===== src/rtl/exec_stage_unit.sv =====
// -----------------------------------------------------------------------------
// exec_stage_unit
// Execute stage behind the decode/execute pipeline register. It runs the ALU,
// keeps the {C,N,Z} flags, and executes shifts one bit per cycle. While a shift
// is running it stalls decode. Results go to the execute/memory register as a
// registered bundle qualified by out_valid.
//
// Ports
//   clk, rst                 clock; synchronous active-high reset
//   flush                    kills the in-flight op; flags are kept
//   in_valid                 decode/execute bundle valid
//   Imm_value_execute        immediate operand
//   shmnt_execute            shift amount
//   Rs_data_execute          source operand
//   Rd_data_execute          destination operand (ALU operand A)
//   Rd_execute               destination register index
//   control_signals_execute  [0]reg_write [1]mem_read [2]mem_write
//                            [3]use_imm   [7:4]alu_op
//   stall                    decode must hold its bundle (shift in flight)
//   out_valid                result bundle valid for one cycle
//   result_mem               ALU / shift result
//   Rd_data_mem, Rd_mem      Rd operand and index, passed through
//   control_mem              control bits [3:0], passed through
//   flags                    {C,N,Z}
// -----------------------------------------------------------------------------
module exec_stage_unit #(
  parameter int WIDTH = 16,
  parameter int SHW   = 5
) (
  input  logic             clk,
  input  logic             rst,
  input  logic             flush,
  input  logic             in_valid,
  input  logic [WIDTH-1:0] Imm_value_execute,
  input  logic [SHW-1:0]   shmnt_execute,
  input  logic [WIDTH-1:0] Rs_data_execute,
  input  logic [WIDTH-1:0] Rd_data_execute,
  input  logic [2:0]       Rd_execute,
  input  logic [7:0]       control_signals_execute,
  output logic             stall,
  output logic             out_valid,
  output logic [WIDTH-1:0] result_mem,
  output logic [WIDTH-1:0] Rd_data_mem,
  output logic [2:0]       Rd_mem,
  output logic [3:0]       control_mem,
  output logic [2:0]       flags
);

  localparam logic [3:0] OP_MOV = 4'd1;
  localparam logic [3:0] OP_ADD = 4'd2;
  localparam logic [3:0] OP_SUB = 4'd3;
  localparam logic [3:0] OP_AND = 4'd4;
  localparam logic [3:0] OP_OR  = 4'd5;
  localparam logic [3:0] OP_NOT = 4'd6;
  localparam logic [3:0] OP_INC = 4'd7;
  localparam logic [3:0] OP_DEC = 4'd8;
  localparam logic [3:0] OP_SHL = 4'd9;
  localparam logic [3:0] OP_SHR = 4'd10;
  localparam logic [3:0] OP_LDM = 4'd11;

  typedef enum logic {IDLE = 1'b0, SHIFT = 1'b1} state_t;

  state_t state, state_next;

  logic [3:0]       alu_op;
  logic             use_imm;
  logic [WIDTH-1:0] op_b;
  logic             is_shift;
  logic             accept;

  assign alu_op   = control_signals_execute[7:4];
  assign use_imm  = control_signals_execute[3];
  assign op_b     = use_imm ? Imm_value_execute : Rs_data_execute;
  assign is_shift = (alu_op == OP_SHL) || (alu_op == OP_SHR);
  // Flush outranks acceptance: a bundle presented alongside a flush is dropped.
  assign accept   = (state == IDLE) && in_valid && !flush;

  // ---------------------------------------------------------------------------
  // Single-cycle ALU
  // ---------------------------------------------------------------------------
  logic [WIDTH-1:0] alu_result;
  logic [WIDTH:0]   wide;
  logic             alu_c;
  logic             upd_zn;
  logic             upd_c;
  logic [2:0]       alu_flags;

  // NOTE: every signal gets a default before the case, so no path leaves a
  // value unassigned and no latch is inferred.
  always_comb begin
    alu_result = '0;
    wide       = '0;
    alu_c      = flags[2];
    upd_zn     = 1'b0;
    upd_c      = 1'b0;
    case (alu_op)
      OP_MOV: alu_result = op_b;
      OP_ADD: begin
        wide       = {1'b0, Rd_data_execute} + {1'b0, op_b};
        alu_result = wide[WIDTH-1:0];
        alu_c      = wide[WIDTH];
        upd_zn     = 1'b1;
        upd_c      = 1'b1;
      end
      OP_SUB: begin
        // The extra top bit of the widened difference is the borrow.
        wide       = {1'b0, Rd_data_execute} - {1'b0, op_b};
        alu_result = wide[WIDTH-1:0];
        alu_c      = wide[WIDTH];
        upd_zn     = 1'b1;
        upd_c      = 1'b1;
      end
      OP_AND: begin alu_result = Rd_data_execute & op_b; upd_zn = 1'b1; end
      OP_OR:  begin alu_result = Rd_data_execute | op_b; upd_zn = 1'b1; end
      OP_NOT: begin alu_result = ~Rd_data_execute;       upd_zn = 1'b1; end
      OP_INC: begin
        wide       = {1'b0, Rd_data_execute} + (WIDTH+1)'(1);
        alu_result = wide[WIDTH-1:0];
        alu_c      = wide[WIDTH];
        upd_zn     = 1'b1;
        upd_c      = 1'b1;
      end
      OP_DEC: begin
        wide       = {1'b0, Rd_data_execute} - (WIDTH+1)'(1);
        alu_result = wide[WIDTH-1:0];
        alu_c      = wide[WIDTH];
        upd_zn     = 1'b1;
        upd_c      = 1'b1;
      end
      OP_LDM:  alu_result = Imm_value_execute;
      default: alu_result = '0;  // NOP and unused encodings
    endcase
  end

  assign alu_flags = {upd_c  ? alu_c                   : flags[2],
                      upd_zn ? alu_result[WIDTH-1]     : flags[1],
                      upd_zn ? (alu_result == '0)      : flags[0]};

  // ---------------------------------------------------------------------------
  // Iterative shifter: one bit per cycle. The carry is collected in shift_c and
  // only committed to flags on completion, so a flushed shift leaves the flags
  // exactly as they were before it started.
  // ---------------------------------------------------------------------------
  logic [WIDTH-1:0] acc;
  logic [WIDTH-1:0] acc_step;
  logic [SHW-1:0]   cnt;
  logic             shift_left;
  logic             shift_c;
  logic             step_bit;

  always_comb begin
    if (shift_left) begin
      acc_step = {acc[WIDTH-2:0], 1'b0};
      step_bit = acc[WIDTH-1];
    end else begin
      acc_step = {1'b0, acc[WIDTH-1:1]};
      step_bit = acc[0];
    end
  end

  // ---------------------------------------------------------------------------
  // Control FSM
  // ---------------------------------------------------------------------------
  always_ff @(posedge clk) begin
    if (rst) state <= IDLE;
    else     state <= state_next;
  end

  always_comb begin
    state_next = state;
    stall      = (state == SHIFT);
    case (state)
      IDLE:    if (accept && is_shift) state_next = SHIFT;
      SHIFT:   if (flush || (cnt == '0)) state_next = IDLE;
      default: state_next = IDLE;
    endcase
  end

  // ---------------------------------------------------------------------------
  // Datapath registers
  // ---------------------------------------------------------------------------
  // NOTE: sequential state uses non-blocking assignments so every register
  // samples the pre-edge values regardless of statement order.
  always_ff @(posedge clk) begin
    if (rst) begin
      out_valid   <= 1'b0;
      result_mem  <= '0;
      Rd_data_mem <= '0;
      Rd_mem      <= '0;
      control_mem <= '0;
      flags       <= '0;
      acc         <= '0;
      cnt         <= '0;
      shift_left  <= 1'b0;
      shift_c     <= 1'b0;
    end else if (flush) begin
      out_valid <= 1'b0;
    end else if (state == IDLE) begin
      if (in_valid) begin
        Rd_data_mem <= Rd_data_execute;
        Rd_mem      <= Rd_execute;
        control_mem <= control_signals_execute[3:0];
        if (is_shift) begin
          acc        <= Rd_data_execute;
          cnt        <= shmnt_execute;
          shift_left <= (alu_op == OP_SHL);
          shift_c    <= flags[2];  // shmnt=0 must leave C unchanged
          out_valid  <= 1'b0;
        end else begin
          result_mem <= alu_result;
          flags      <= alu_flags;
          out_valid  <= 1'b1;
        end
      end else begin
        out_valid <= 1'b0;
      end
    end else begin
      if (cnt != '0) begin
        acc       <= acc_step;
        shift_c   <= step_bit;
        cnt       <= cnt - 1'b1;
        out_valid <= 1'b0;
      end else begin
        result_mem <= acc;
        flags      <= {shift_c, acc[WIDTH-1], (acc == '0)};
        out_valid  <= 1'b1;
      end
    end
  end

endmodule


===== config.mk =====
export PLATFORM = sky130hd
export DESIGN_NAME = exec_stage_unit
export DESIGN_NICKNAME = d
export VERILOG_FILES = /design/src/rtl/exec_stage_unit.sv
export SDC_FILE = /design/constraint.sdc
export NUM_CORES = 1
export LEC_CHECK = 0
export BUFFER_PORTS_ARGS = -buffer_cell sky130_fd_sc_hd__buf_2
export CAP_MARGIN = 15
export CORE_MARGIN = 4
export CORE_UTILIZATION = 35
export DETAILED_ROUTE_END_ITERATION = 16
export PLACE_DENSITY = 0.57
export SKIP_LAST_GASP = 1
export SLEW_MARGIN = 20
export SYNTH_ARGS = -nofsm -noshare
export SYNTH_HDL_FRONTEND = slang
export SYNTH_SLANG_ARGS = --single-unit

===== constraint.sdc =====
create_clock -name clk -period 6.3 [get_ports clk]
set_input_delay 0.63 -clock clk [delete_from_list [all_inputs] [get_ports clk]]
set_output_delay 0.63 -clock clk [all_outputs]
set_load 0.01 [all_outputs]

# Word-level counts from Yosys, hierarchy flattened

Cells that the tools add are included.

Add/subtract/negate cells: 5
Eq/ne operators: 14
Mux-type cells: 37
Bitwise logic cells: 5
Reduce and logical (&&, ||, !) cells: 24

Operators by type and width:

| kind                                                                  | count |
|---|---|
| 16-bit 2-to-1 mux                                                     | 10 |
| 16-bit case mux with 9 select lines                                   | 1 |
| 16-bit logical NOT                                                    | 2 |
| 5-bit 2-to-1 mux                                                      | 4 |
| 16-bit by 1-bit adder with 17-bit output, second input constant       | 1 |
| 16-bit by 16-bit adder with 17-bit output                             | 1 |
| 16-bit by 1-bit subtractor with 17-bit output, second input constant  | 1 |
| 16-bit by 16-bit subtractor with 17-bit output                        | 1 |
| 16-bit AND                                                            | 1 |
| 4-bit by 3-bit equality test with 1-bit output, second input constant | 4 |
| 4-bit equality test, second input constant                            | 4 |
| 1-bit 2-to-1 mux                                                      | 16 |
| 16-bit inverter                                                       | 1 |
| 16-bit bitwise OR                                                     | 1 |
| 3-bit 2-to-1 mux                                                      | 4 |
| 4-bit AND reduction                                                   | 3 |
| 5-bit nonzero test                                                    | 2 |
| 4-bit by 2-bit equality test with 1-bit output, second input constant | 2 |
| 2-bit nonzero test                                                    | 4 |
| 7-bit OR reduction                                                    | 1 |
| 6-bit AND reduction                                                   | 1 |
| 5-bit logical NOT                                                     | 1 |
| 5-bit AND reduction                                                   | 1 |
| 5-bit by 1-bit subtractor with 5-bit output, second input constant    | 1 |
| 12 further kinds                                                      | 17 |

Bits in registers: 67
Input bits: 68
Output and inout bits: 44

# Longest topological paths before layout

Depth after elaboration: 8
Gate-level depth with buffers: 15

# Worst setup path before layout

OpenSTA, ideal clock, no wires.

Path type: input -> register
Start: input port control_signals_execute[3]
End: register flags[0]
Data arrival time: 3.973 ns
Data required time: 6.212 ns
Slack: 2.238 ns
Cell stages on the path: 13
Cell sequence: buf_2 > buf_2 > mux2i_1 > ha_1 > a211oi_1 > o41ai_1 > o2111a_1 > nor2_1 > a31oi_1 > xor2_1 > a211o_1 > or4_1 > o32ai_2

Word-level cells in the longest chain between the ends: 8
Elaborated cells between the ends (all ways): 11
Classes of those cells: 2 x add/sub; 6 x mux; 2 x bitwise; 1 x reduce/logical

Ends and longest elaborated chain:

| item                                                                         | line | text |
|---|---|---|
| from (decl)                                                                  | 39   | `input logic [7:0] control_signals_execute,` |
| 16-bit 2-to-1 mux *                                                          | 73   | `assign op_b = use_imm ? Imm_value_execute : Rs_data_execute;` |
| 16-bit by 16-bit subtractor with 17-bit output, or another cell as far along | 107  | `wide = {1'b0, Rd_data_execute} - {1'b0, op_b};` |
| 16-bit case mux with 9 select lines *                                        | 96   | `case (alu_op)` |
| 16-bit logical NOT *                                                         | 137  | `upd_zn ? (alu_result == '0) : flags[0]};` |
| 1-bit 2-to-1 mux *                                                           | 137  |  |
| 3-bit 2-to-1 mux *                                                           | 203  | `if (is_shift) begin` |
| 3-bit 2-to-1 mux *                                                           | 199  | `if (in_valid) begin` |
| 3-bit 2-to-1 mux *                                                           | 198  | `end else if (state == IDLE) begin` |
| to (signal assigned)                                                         | 211  | `flags <= alu_flags;` |
| to (signal assigned)                                                         | 225  | `flags <= {shift_c, acc[WIDTH-1], (acc == '0)};` |
| to (decl)                                                                    | 46   | `output logic [2:0] flags` |

Mark *: on every way between the ends. The rest lies on a longest branch, timed or not. The select of a mux whose other input is x is not followed.
A chain may end at the register's enable or synchronous reset.

# Worst setup path in the final report

Same ends and word-level chain as after synthesis.

==> reports/results.ini <==
[die]
core_um2=19000
start_util=0.360
dieArea_um2=21800
die_x_um=148
die_h_um=148
ioPinCount=112
rows=50

[power]
ir_worst_vdd_mv=0.110
powerDensity_nw_per_um2=187
leakage_nw=3.20
total_power_mw=1.45

[cts]
cts_buffers=9
ctsResizeCount=0
tritoncts=built
clock-sinks=67
htreeDepth=3
cts_hold_buf=0
clockBufferDepth=2
cts-root-buf=clkbuf_16
clkLatencyLatePin_ps=330
path_clk_slew_ps=60
post_cts_buffers=0

[sta]
setup_violations=0
fmax_ghz=0.226
hold_violations=0
worst_pin_slew_ps=1090
rsz0062_at_grt=false
final.setup.tns_ps=0
slew_violations=0
maxSlewHeadroom=0.273
setup_ws_ps=1880
period_minus_slack_ps=4420
clock_skew_ps=6.66
min_period_over_period=0.702

[global_route]
grt_max_degree=68
grt_usage=0.219
grt_pass1_wl_um=37900
grt_overflow=0
antenna_found_initial=0
grt_pass1_vias=6559

[cells_and_area]
final_common_cell=nand2_1
postLayoutCoreUtil=0.410
num_antenna_cells=0
fill_cells=1983
mostFrequentLayoutCells=nand2_1, buf_2, a21oi_1, nor2_1, dfxtp_1
syn_to_final_growth_pct=13.8
finalNetCount=1108
drive_gt1_frac=0.170
stdcell_count=1240

[yosys]
synth_nets=1049
yosysSeqAreaShare=0.197
synth_flop_cell=dfxtp_1
syn_inst=916
ys_seq_elements=67
synth_cell_type_count=80
syn-cell-area_um2=6830
avgSynthCellArea_um2=7.45
yosysWarnings=0
synthArstFlopShare=0
synth-edff-count=0

[route]
drc=0
drt_iter0_markers=659
vias=7211
viasPerCell=5.82
wl_per_cell_um=20.0
ant_nets=0
drt-total-wl_um=24700
firstDrtPassIters=6

[flow_run]
cap_violations=0

[setup_path]
crit_type=in -> reg
required_ps=6550
worstPathMaxFanout=17
crit_arrival_ps=4670
endpoint_kind=register
start_kind=primary input

[placed_design]
preCtsSetupSlack_ps=1560
gp_congestion=0.994
dp.cells=1224
post-dp-hpwl_um=18300
io_buffer_count=111

[worst_hold_path]
hold_class=reg -> reg

[status]
run_status=completed

==> layout make-up <==
type,instances,area (µm²),area share
clock inverters,5,75.1,0.00966
repair buffers,119,616,0.0793
flip-flops and latches,67,1340,0.173
multi-input cells,729,4970,0.640
well taps,260,325,0.0419
clock buffers,11,253,0.0325
inverters,49,184,0.0237
==> sequential cells by signal, summed over array words and instances (netlist names) <==
register     count
acc             16
flags            3
result_mem      16
Rd_data_mem     16
shift_c          1
stall            1
cnt              5
out_valid        1
shift_left       1
Rd_mem           3
control_mem      4
==> path summary, 6_finish.rpt <==
kind | startpoint | to | slack [ps] | cells past startpoint
setup / recovery | control_signals_execute[3] | flags[0]$_SDFFE_PP0P_ | 1880 | 12
hold / removal | control_mem[2]$_SDFFE_PP0P_ | control_mem[2]$_SDFFE_PP0P_ | 450 | 2
setup reg to reg | cnt[0]$_SDFFE_PP0P_ | flags[0]$_SDFFE_PP0P_ | 2600 | 11
hold reg to reg | control_mem[2]$_SDFFE_PP0P_ | control_mem[2]$_SDFFE_PP0P_ | 450 | 2
==> through the flow <==
| stage | hold WS, ps | instance area [µm²] |
|---|---|---|
| after global routing | 468 | 7770 |
| final | 448 | 7770 |
| after detailed placement | 444 | 7440 |
| after floorplan | 450 | 6830 |
| after CTS | 452 | 7770 |
| after global placement | 438 | 7440 |
==> Yosys cell counts (all sizes together), types with 4 or more instances <==
| master | instances | area, µm² |
|---|---|---|
| dfxtp | 67 | 1340 |
| a21oi | 93 | 473 |
| mux2 | 7 | 78.8 |
| xor2 | 8 | 70.1 |
| o221ai | 8 | 70.1 |
| nor4 | 15 | 100 |
| a22oi | 6 | 45.0 |
| o22ai | 12 | 75.1 |
| nand3b | 4 | 30.0 |
| xnor2 | 21 | 184 |
| nor3 | 22 | 110 |
| nor2b | 7 | 43.8 |
| buf | 22 | 150 |
| and3 | 5 | 31.3 |
| a21o | 9 | 70.1 |
| clkbuf | 49 | 184 |
| a221oi | 13 | 114 |
| o21ai | 37 | 185 |
| o31ai | 5 | 37.5 |
| a22o | 4 | 35.0 |
| nand4 | 8 | 50.1 |
| ha | 63 | 788 |
| nand3 | 13 | 65.1 |
| o211ai | 27 | 208 |
| inv | 49 | 184 |
| a31oi | 7 | 43.8 |
| a221o | 4 | 40.0 |
| nand2b | 11 | 68.8 |
| nand2 | 123 | 462 |
| nor4b | 5 | 62.6 |
| a211o | 6 | 53.8 |
| nor2 | 67 | 251 |
| or3 | 5 | 32.5 |
| o311ai | 4 | 35.0 |
| mux2i | 36 | 360 |
| a211oi | 12 | 95.1 |
==> logic make-up (layout without fill, tap and decap cells) <==
group,Yosys count,in the layout,synth area share
AND/OR/NAND/NOR,311,311,0.225
AO/OA/AOI/OAI,280,280,0.276
buffers and inverters,120,184,0.0759
flip-flops,67,67,0.197
adder cells (fa/ha/maj),65,65,0.121
multiplexers,44,44,0.0676
XOR/XNOR,29,29,0.0372
==> power breakdown <==
group	leakage (nW)	internal [mW]	switching (mW)
logic	2.49	0.167	0.283
clock network	0.165	0.366	0.188
registers	0.545	0.440	0.0101
==> metal layers <==
layer / vias up / part of all wire / global-route usage
met5: - / 0 / 0
met4: 0 / 0.033 / 0.0764
li1: 3463 / - / -
met1: 3372 / 0.46 / 0.307
met2: 316 / 0.44 / 0.331
met3: 60 / 0.068 / 0.0475
==> critical path, cell delays in order <==
cell      delay (ps)
buf_2            420
mux2i_1          600
ha_1             250
a211oi_1         100
o41ai_1          800
o2111a_1         350
nor2_1            80
a31oi_1          210
xor2_1            90
a211o_1          360
or4_1            560
o32ai_2          200
Note: power is estimated with default switching activity, not from simulation.
